===== src/rtl/adaptive_route_planner.sv =====
// adaptive_route_planner: latches a packet header and derives the productive
// output set (XY or west-first). It requests one output at a time, preferring
// the local PE and otherwise scanning round-robin past busy outputs. A request
// is held until it is granted and moves to an alternative after a timeout.
// The granted port is then held until the tail flit releases the route.

`ifndef PE
`define PE    0
`endif
`ifndef X_POS
`define X_POS 1
`endif
`ifndef Y_POS
`define Y_POS 2
`endif
`ifndef X_NEG
`define X_NEG 3
`endif
`ifndef Y_NEG
`define Y_NEG 4
`endif

module adaptive_route_planner #(
    parameter int PORT_DIR     = `X_POS,
    parameter int X_LOCAL      = 1,
    parameter int Y_LOCAL      = 1,
    parameter int X_WIDTH      = 2,
    parameter int Y_WIDTH      = 2,
    parameter     ALGO         = "WF",
    parameter int RETRY_CYCLES = 8
) (
    input  logic               clk,
    input  logic               reset,
    input  logic               header_valid_din,
    input  logic               done_field_din,
    input  logic [X_WIDTH-1:0] x_field_din,
    input  logic [Y_WIDTH-1:0] y_field_din,
    input  logic [4:0]         busy_din,
    input  logic [4:0]         grant_din,
    input  logic               release_din,
    output logic [4:0]         request_vector_dout,
    output logic [4:0]         port_active_dout,
    output logic               planner_busy_dout
);

    // Anything other than "XY" falls back to west-first routing.
    localparam bit IS_XY = (ALGO == "XY");

    localparam logic [X_WIDTH-1:0] X_HERE = X_WIDTH'(X_LOCAL);
    localparam logic [Y_WIDTH-1:0] Y_HERE = Y_WIDTH'(Y_LOCAL);

    // A packet never turns back out of the port it arrived on.
    localparam logic [4:0] DIR_MASK = ~(5'b00001 << PORT_DIR);

    // The counter is kept one bit wide when the timeout is disabled so that it never has zero width.
    localparam int               CNT_W     = (RETRY_CYCLES > 0) ? $clog2(RETRY_CYCLES + 1) : 1;
    localparam logic [CNT_W-1:0] CNT_MAX   = '1;
    localparam logic [CNT_W:0]   RETRY_LIM = (CNT_W + 1)'(RETRY_CYCLES);

    typedef enum logic [1:0] {
        IDLE,
        REQ,
        ACTIVE
    } state_t;

    state_t             state_q;
    logic [4:0]         request_q;
    logic [4:0]         portActive_q;
    logic               plannerBusy_q;
    logic [2:0]         ptr_q;
    logic [CNT_W-1:0]   retryCnt_q;
    logic [X_WIDTH-1:0] xField_q;
    logic [Y_WIDTH-1:0] yField_q;
    logic               done_q;

    logic [4:0]         candEntry;
    logic [4:0]         candHeld;
    logic [4:0]         selEntry;
    logic [4:0]         selHeld;
    logic [4:0]         selAlt;
    logic               grantHit;
    logic [2:0]         grantIdx;
    logic [2:0]         nextPtr;
    logic [CNT_W:0]     cntNext;
    logic               retryFire;

    // Productive output set for a destination, with the PE appended while work is pending.
    function automatic logic [4:0] candidates(input logic [X_WIDTH-1:0] x,
                                              input logic [Y_WIDTH-1:0] y,
                                              input logic               done);
        logic [4:0] c;
        logic       arrived;
        c       = '0;
        arrived = (x == X_HERE) && (y == Y_HERE);
        if (arrived) begin
            c[0] = 1'b1;
        end else if (IS_XY) begin
            if (x > X_HERE) begin
                c[1] = 1'b1;
            end else if (x < X_HERE) begin
                c[3] = 1'b1;
            end else if (y > Y_HERE) begin
                c[2] = 1'b1;
            end else begin
                c[4] = 1'b1;
            end
        end else if (x < X_HERE) begin
            c[3] = 1'b1;
        end else begin
            c[1] = (x > X_HERE);
            c[2] = (y > Y_HERE);
            c[4] = (y < Y_HERE);
        end
        if (!done && !arrived) begin
            c[0] = 1'b1;
        end
        return c & DIR_MASK;
    endfunction

    // PE first when it still needs the packet, else the first free candidate at or after ptr.
    function automatic logic [4:0] pick(input logic [4:0] c,
                                        input logic [4:0] busy,
                                        input logic       done,
                                        input logic [2:0] ptr);
        logic [4:0] sel;
        logic [4:0] free;
        logic [3:0] sum;
        logic [2:0] idx;
        sel  = '0;
        free = c & ~busy;
        if (free[0] && !done) begin
            sel = 5'b00001;
        end else begin
            // Walk from the farthest offset down so the nearest free port is written last.
            for (int i = 4; i >= 0; i--) begin
                sum = {1'b0, ptr} + 4'(i);
                if (sum >= 4'd5) begin
                    sum = sum - 4'd5;
                end
                idx = sum[2:0];
                if (free[idx]) begin
                    sel = 5'b00001 << idx;
                end
            end
        end
        return sel;
    endfunction

    // Selection candidates for entry, idle re-evaluation and timeout, plus grant and retry decode.
    always_comb begin
        candEntry = candidates(x_field_din, y_field_din, done_field_din);
        candHeld  = candidates(xField_q, yField_q, done_q);
        selEntry  = pick(candEntry, busy_din, done_field_din, ptr_q);
        selHeld   = pick(candHeld, busy_din, done_q, ptr_q);
        selAlt    = pick(candHeld & ~request_q, busy_din, done_q, ptr_q);
        grantHit  = |(grant_din & request_q);
        grantIdx  = 3'd0;
        for (int i = 0; i < 5; i++) begin
            if (request_q[i]) begin
                grantIdx = 3'(i);
            end
        end
        nextPtr   = (grantIdx == 3'd4) ? 3'd0 : grantIdx + 3'd1;
        cntNext   = {1'b0, retryCnt_q} + 1'b1;
        retryFire = (RETRY_CYCLES != 0) && (request_q != 5'b00000) && (cntNext >= RETRY_LIM);
    end

    // Route planner state machine; every output comes straight from a register.
    always_ff @(posedge clk) begin
        if (reset) begin
            state_q       <= IDLE;
            request_q     <= '0;
            portActive_q  <= '0;
            plannerBusy_q <= 1'b0;
            ptr_q         <= '0;
            retryCnt_q    <= '0;
            xField_q      <= '0;
            yField_q      <= '0;
            done_q        <= 1'b0;
        end else begin
            case (state_q)
                IDLE: begin
                    if (header_valid_din) begin
                        xField_q      <= x_field_din;
                        yField_q      <= y_field_din;
                        done_q        <= done_field_din;
                        request_q     <= selEntry;
                        plannerBusy_q <= 1'b1;
                        retryCnt_q    <= '0;
                        state_q       <= REQ;
                    end
                end
                REQ: begin
                    if (grantHit) begin
                        portActive_q <= request_q;
                        request_q    <= '0;
                        ptr_q        <= nextPtr;
                        retryCnt_q   <= '0;
                        state_q      <= ACTIVE;
                    end else if (request_q == 5'b00000) begin
                        request_q  <= selHeld;
                        retryCnt_q <= '0;
                    end else if (retryFire) begin
                        if (selAlt != 5'b00000) begin
                            request_q <= selAlt;
                        end
                        retryCnt_q <= '0;
                    end else if (retryCnt_q != CNT_MAX) begin
                        retryCnt_q <= retryCnt_q + 1'b1;
                    end
                end
                ACTIVE: begin
                    if (release_din) begin
                        portActive_q  <= '0;
                        plannerBusy_q <= 1'b0;
                        state_q       <= IDLE;
                    end
                end
                default: begin
                    state_q       <= IDLE;
                    request_q     <= '0;
                    portActive_q  <= '0;
                    plannerBusy_q <= 1'b0;
                end
            endcase
        end
    end

    assign request_vector_dout = request_q;
    assign port_active_dout    = portActive_q;
    assign planner_busy_dout   = plannerBusy_q;

endmodule


===== config.mk =====
export PLATFORM = sky130hd
export DESIGN_NAME = adaptive_route_planner
export DESIGN_NICKNAME = d
export VERILOG_FILES = /design/src/rtl/adaptive_route_planner.sv
export SDC_FILE = /design/constraint.sdc
export NUM_CORES = 1
export LEC_CHECK = 0
export BUFFER_PORTS_ARGS = -buffer_cell sky130_fd_sc_hd__buf_2
export CELL_PAD_IN_SITES_DETAIL_PLACEMENT = 0
export CELL_PAD_IN_SITES_GLOBAL_PLACEMENT = 1
export CORE_AREA = 2 2 124 66
export CTS_CLUSTER_DIAMETER = 120
export DETAILED_ROUTE_END_ITERATION = 6
export DIE_AREA = 0 0 126 68
export PLACE_DENSITY_LB_ADDON = 0.2
export SETUP_SLACK_MARGIN = 0.15
export SYNTH_ARGS = -nofsm -noshare
export SYNTH_HDL_FRONTEND = slang
export SYNTH_SLANG_ARGS = --single-unit

===== constraint.sdc =====
create_clock -name clk -period 7.9 [get_ports clk]
set_clock_uncertainty 0.15 [all_clocks]
set_input_delay 0.79 -clock clk [delete_from_list [all_inputs] [get_ports clk]]
set_output_delay 0.79 -clock clk [all_outputs]
set_load 0.02 [all_outputs]

# ---- Word level (Yosys, flattened, before mapping)
# Index checks and enable logic that the tools add are counted.
dict set report classes {
  n_addsub 12
  n_lt_le_gt_ge 29
  n_eq_ne 14
  shift 15
  muxes 107
  bitwise 10
  n_reduce_logical 25
}
# operator count
set op_table {}
lappend op_table {{5-bit 2-to-1 mux} 25}
lappend op_table {{1-bit by 3-bit << shifter with 5-bit output, first input constant} 15}
lappend op_table {{3-bit 2-to-1 mux} 24}
lappend op_table {{3-bit by 4-bit less-than comparator with 1-bit output, second input constant} 15}
lappend op_table {{1-bit binary-select mux with 3-bit select} 15}
lappend op_table {{5-bit one-hot mux with 3 select lines} 2}
lappend op_table {{4-bit 2-to-1 mux} 7}
lappend op_table {{1-bit 2-to-1 mux} 26}
lappend op_table {{5-bit AND} 5}
lappend op_table {{4-bit by 3-bit greater-or-equal comparator with 1-bit output, second input constant} 4}
lappend op_table {{3-bit subtractor, second input constant} 5}
lappend op_table {{4-bit inequality test, second input constant} 3}
lappend op_table {{3-bit AND reduction} 4}
lappend op_table {{2-bit by 1-bit == test with 1-bit output, second input constant} 5}
lappend op_table {{2-bit 2-to-1 mux} 5}
lappend op_table {{5-bit inverter} 2}
lappend op_table {{5-bit nonzero test} 2}
lappend op_table {{3-bit by 2-bit adder with 4-bit output, second input constant} 2}
lappend op_table {{2-bit by 1-bit greater-than comparator with 1-bit output, second input constant} 4}
lappend op_table {{1-bit logical AND} 8}
lappend op_table {{2-bit by 1-bit less-than comparator with 1-bit output, second input constant} 4}
lappend op_table {{4-bit one-hot mux with 2 select lines} 1}
lappend op_table {{2-bit inequality test, second input constant} 3}
lappend op_table {{2-bit one-hot mux with 3 select lines} 1}
lappend op_table {{other kinds (19)} 25}
dict set report word_totals {
  register_bits 25
  wordCells 221
}

# ---- Longest topological paths before layout
dict set report logic_depth {
  depth_word 23
  ltp_mapped 15
  ltp_nobuf 14
}

# ---- Least setup slack after synthesis
# OpenSTA, ideal clock, no wires.
dict set report synth_path {
  kind {register -> register}
  start {register ptr_q[1]}
  end {register request_q[1], in the netlist request_vector_dout[1]}
  arrival_time_ps 4039
  required_ps 7605
  setup_slack_ps 3566
  path_stages_with_launch 15
  period_less_slack_ps 4334
  path_cell_list {dfxtp_1 clkbuf_1 inv_1 ha_1 ha_1 buf_4 a2111oi_2 o21ai_1 or3_4 and4_4 o31a_1 a2111o_1 or4_4 nand2b_1 a221oi_1}
}
dict set report synth_between {
  elab_chain_cells 17
  elab_cells_between_ends 106
  cone_classes {add/sub (9); order compare (5); eq/ne (1); shift (15); mux (74); reduce/logical (2)}
}
# element line
set synth_lines {}
lappend synth_lines {{start: declaration} 70} ;# logic [2:0] ptr_q;
lappend synth_lines {{start signal: assignment} 197} ;# ptr_q <= nextPtr;
lappend synth_lines {{3-bit by 3-bit adder with 4-bit output} 136} ;# sum = {1'b0, ptr} + 4'(i);
lappend synth_lines {{4-bit by 3-bit greater-or-equal comparator with 1-bit output / 3-bit subtractor (equally long branches)} {137, 138}}
lappend synth_lines {{3-bit 2-to-1 mux} 137} ;# if (sum >= 4'd5) begin
lappend synth_lines {{3-bit 2-to-1 mux} 131} ;# if (free[0] && !done) begin
lappend synth_lines {{1-bit binary-select mux with 3-bit select} 141} ;# if (free[idx]) begin
lappend synth_lines {{1-bit 2-to-1 mux (implied by the code)} 141}
lappend synth_lines {{5-bit 2-to-1 mux (5 in a row)} 141}
lappend synth_lines {{5-bit 2-to-1 mux} 131}
lappend synth_lines {{5-bit 2-to-1 mux} 204} ;# if (selAlt != 5'b00000) begin
lappend synth_lines {{5-bit 2-to-1 mux} 203} ;# end else if (retryFire) begin
lappend synth_lines {{5-bit 2-to-1 mux} 200} ;# end else if (request_q == 5'b00000) begin
lappend synth_lines {{5-bit 2-to-1 mux} 194} ;# if (grantHit) begin
lappend synth_lines {{5-bit one-hot mux with 3 select lines} 181} ;# case (state_q)
lappend synth_lines {{end signal: assignment} 187} ;# request_q <= selEntry;
lappend synth_lines {{end signal: assignment} 201} ;# request_q <= selHeld;
lappend synth_lines {{end signal: assignment} 205} ;# request_q <= selAlt;
lappend synth_lines {{end: declaration} 67} ;# logic [4:0] request_q;
# Several ways; a longest one is shown, not always the timed one. The select of a mux whose other input is x is not followed.
# A chain may end at the register's enable or synchronous reset.

# ---- Worst setup path after layout
dict set report layout_path {
  start {register ptr_q[1]}
  end {register request_q[4], in the netlist request_vector_dout[4]}
}
# The elaborated chain is that of the path after synthesis.

==> results.sh <==
export IMPL_fmax_mhz=184.9
export IMPL_hold_path_class="flop to flop"
export IMPL_peakVddDrop_v=0.00008053
export IMPL_whs_ns=0.3112
export IMPL_synth_cell_types=78
export IMPL_port_buffers=28
export IMPL_cp_arrival_ns=5.38
export IMPL_wl_met1_um=6567
export IMPL_fin_crit_ns=5.409
export IMPL_report_final_hold_viol_count=0
export IMPL_core_rowCount=23
export IMPL_initial_utilization_pct=45.93
export IMPL_rsz0062_at_grt="no"
export IMPL_dr_total_vias=4297
export IMPL_finish_instance_area_sq_um=3755
export IMPL_die_area_sq_um=8568
export IMPL_ys_flop_type="dfxtp_1"
export IMPL_ys_seq_area_share_pct=14.34
export IMPL_leakage_nw=1.408
export IMPL_path_buf_inv=1
export IMPL_critPathMaxFanout=14
export IMPL_postSynthNetCount=525
export IMPL_synth_edff_count=0
export IMPL_critPathMostFrequentCell="ha_1"
export IMPL_drv_cap=0
export IMPL_status="complete, but fails checks"
export IMPL_antenna_cells=0
export IMPL_coreArea_sq_um=7597
export IMPL_p_per_area_nw_per_um2=205.6
export IMPL_r2r_cells=12
export IMPL_synth_cells=494
export IMPL_met2_wirelength_um=4827
export IMPL_postCtsHoldBufs=0
export IMPL_placed_area_sq_um=3675
export IMPL_timing_final_crit_share_pct=68.47
export IMPL_viasPerCell=7.114
export IMPL_first_global_vias=3605
export IMPL_post_cts_setup_buffers=0
export IMPL_drive_above_1_share_pct=11.31
export IMPL_syn_avg_cell_area_sq_um=7.064
export IMPL_cts_buffers=3
export IMPL_h_tree_depth=1
export IMPL_clkTransAtPathRegs_ns=0.07
export IMPL_final_util_pct=49.42
export IMPL_violations="DRC"
export IMPL_ys_seq_elements=25
export IMPL_route_detailed_wl_per_inst_um=23.24
export IMPL_grt_max_degree=38
export IMPL_critPathMaxStageDelay_ns=0.75
export IMPL_end_kind="flop"
export IMPL_syn_cell_area_sq_um=3490
export IMPL_track_usage_pct=31.97
export IMPL_place_congestion=1.048
export IMPL_first_pass_iters=7
export IMPL_hold_path_depth=2
export IMPL_wl_met3_um=2494
export IMPL_maxSlewHeadroom_pct=25.64
export IMPL_wl_um=14030
export IMPL_antenna_found_initial=0
export IMPL_grt_overflow=0
export IMPL_cts_root_buf="clkbuf_16"
export IMPL_slew_violations=0
export IMPL_async_reset_ff_share_pct=0
export IMPL_grt_pass1_wl_um=20900
export IMPL_path_cells="inv_1, ha_1, ha_1, o311ai_4, o21ai_1, or3_4, and4_4, o31a_1, a2111o_1, or4_4, nand2b_1, a221oi_1"
export IMPL_tightest_slew_ns=1.105
export IMPL_highest_layer="met4"
export IMPL_antenna_left=0
export IMPL_finalSetupViolCount=0
export IMPL_hpwl_um=11120
export IMPL_cts_sinks=25
export IMPL_critPathTopFamily="compound AO/OA/AOI/OAI gates"
export IMPL_crit_required_ns=7.87
export IMPL_die_h_um=68
export IMPL_cp_depth=12
export IMPL_clkLatencyLatePin_ns=0.27
export IMPL_fp_dieW_um=126
export IMPL_clockBufferDepth=2
export IMPL_slowest_stage="dfxtp_1"
export IMPL_drc=17
export IMPL_nNetsFinal=536
export IMPL_ys_warnings_count=0
export IMPL_drt_initial_drc_count=679
export IMPL_setup_tns_ns=0
export IMPL_cts_tree="done"
export IMPL_critical_path_class="flop to flop"
export IMPL_postCtsResizedCells=0
export IMPL_ios=30
export IMPL_startpoint_type="flop"
export IMPL_syn_to_final_growth_pct=7.601
[cells in the mapped netlist (8+ instances only)]
master,instances,share of area [%]
ha_1,11,3.9
nand3_1,14,2.0
nor3_1,18,2.6
dfxtp_1,25,14
inv_1,14,1.5
nor2_1,53,5.7
nand2_1,30,3.2
and3_1,8,1.4
clkbuf_1,18,1.9
mux2i_1,17,4.9
nand2b_1,24,4.3
a31oi_1,8,1.4
o21ai_0,26,3.7
o22ai_1,11,2.0
a21oi_1,42,6.0
nor4_1,9,1.6
[registers in the layout, summed over array words and instances, names as in the netlist]
register,flops
port_active_dout,5
request_vector_dout,5
retryCnt_q,4
ptr_q,3
state_q,2
xField_q,2
yField_q,2
done_q,1
planner_busy_dout,1
[logic make-up (layout without fill, tap and decap cells)]
family,Yosys count,after routing,synth area share (%)
XOR/XNOR,1,1,0.2510
buffers and inverters,42,52,4.876
AO/OA/AOI/OAI,184,184,37.83
flip-flops,25,25,14.34
adder cells (fa/ha/maj),12,12,4.518
AND/OR/NAND/NOR,211,211,32.66
multiplexers,19,19,5.522
[layout by cell type, fill, tap and decap left out, drive strengths merged, types with 16 or more instances in the layout]
| cell | n |
|---|---|
| nand2b | 24 |
| nor2 | 53 |
| mux2i | 17 |
| a21oi | 42 |
| dfxtp | 25 |
| nor3 | 19 |
| nand2 | 30 |
| buf | 32 |
| o21ai | 28 |
| inv | 16 |
[routing by layer]
metal / vias up / global-route usage, %
li1: 1957 / -
met1: 1985 / 49.14
met2: 329 / 39.65
met3: 26 / 14.78
met4: 0 / 2.610
met5: - / 3.529
[final timing paths]
kind / start / endpoint / slack, ns
worst max-delay path: ptr_q[1] / request_vector_dout[4] / 2.49
worst min-delay path: port_active_dout[1] / port_active_dout[1] / 0.31
worst min register to register: port_active_dout[1] / port_active_dout[1] / 0.31
worst max register to register: ptr_q[1] / request_vector_dout[4] / 2.49
[worst min-delay path, delay by kind of cell, from the launching register on]
kind / cells / cell delay (ns)
DFF: 1 / 0.31
and+or+nand+nor: 1 / 0.06
AOI/OAI and AO/OA: 1 / 0.05
[cell type report]
type	count	area, sq um
Fill cell	774	3842
Multi-Input combinational cell	427	2819
Sequential cell	25	500.5
Timing Repair Buffer	32	170.2
Tap cell	100	125.1
Clock buffer	3	75.07
Inverter	16	60.06
Clock inverter	1	5.005
[metrics by stage]
stage | power, mW | worst slack, ns | instances
4_1_cts | 0.7396 | 2.776 | 604
6_report | 0.7722 | 2.491 | 604
3_5_place_dp | 0.6218 | 2.777 | 600
5_1_grt | 0.8092 | 2.351 | 604
3_3_place_gp | 0.6295 | 2.799 | 600
2_1_floorplan | 0.4911 | 3.566 | 494
[power breakdown]
group	switching, mW	leakage [nW]	internal (mW)
Combinational	0.330	1.16	0.157
Sequential	0.0283	0.204	0.140
Clock	0.0491	0.0409	0.0684
Note: power is estimated with default switching activity, not from simulation.
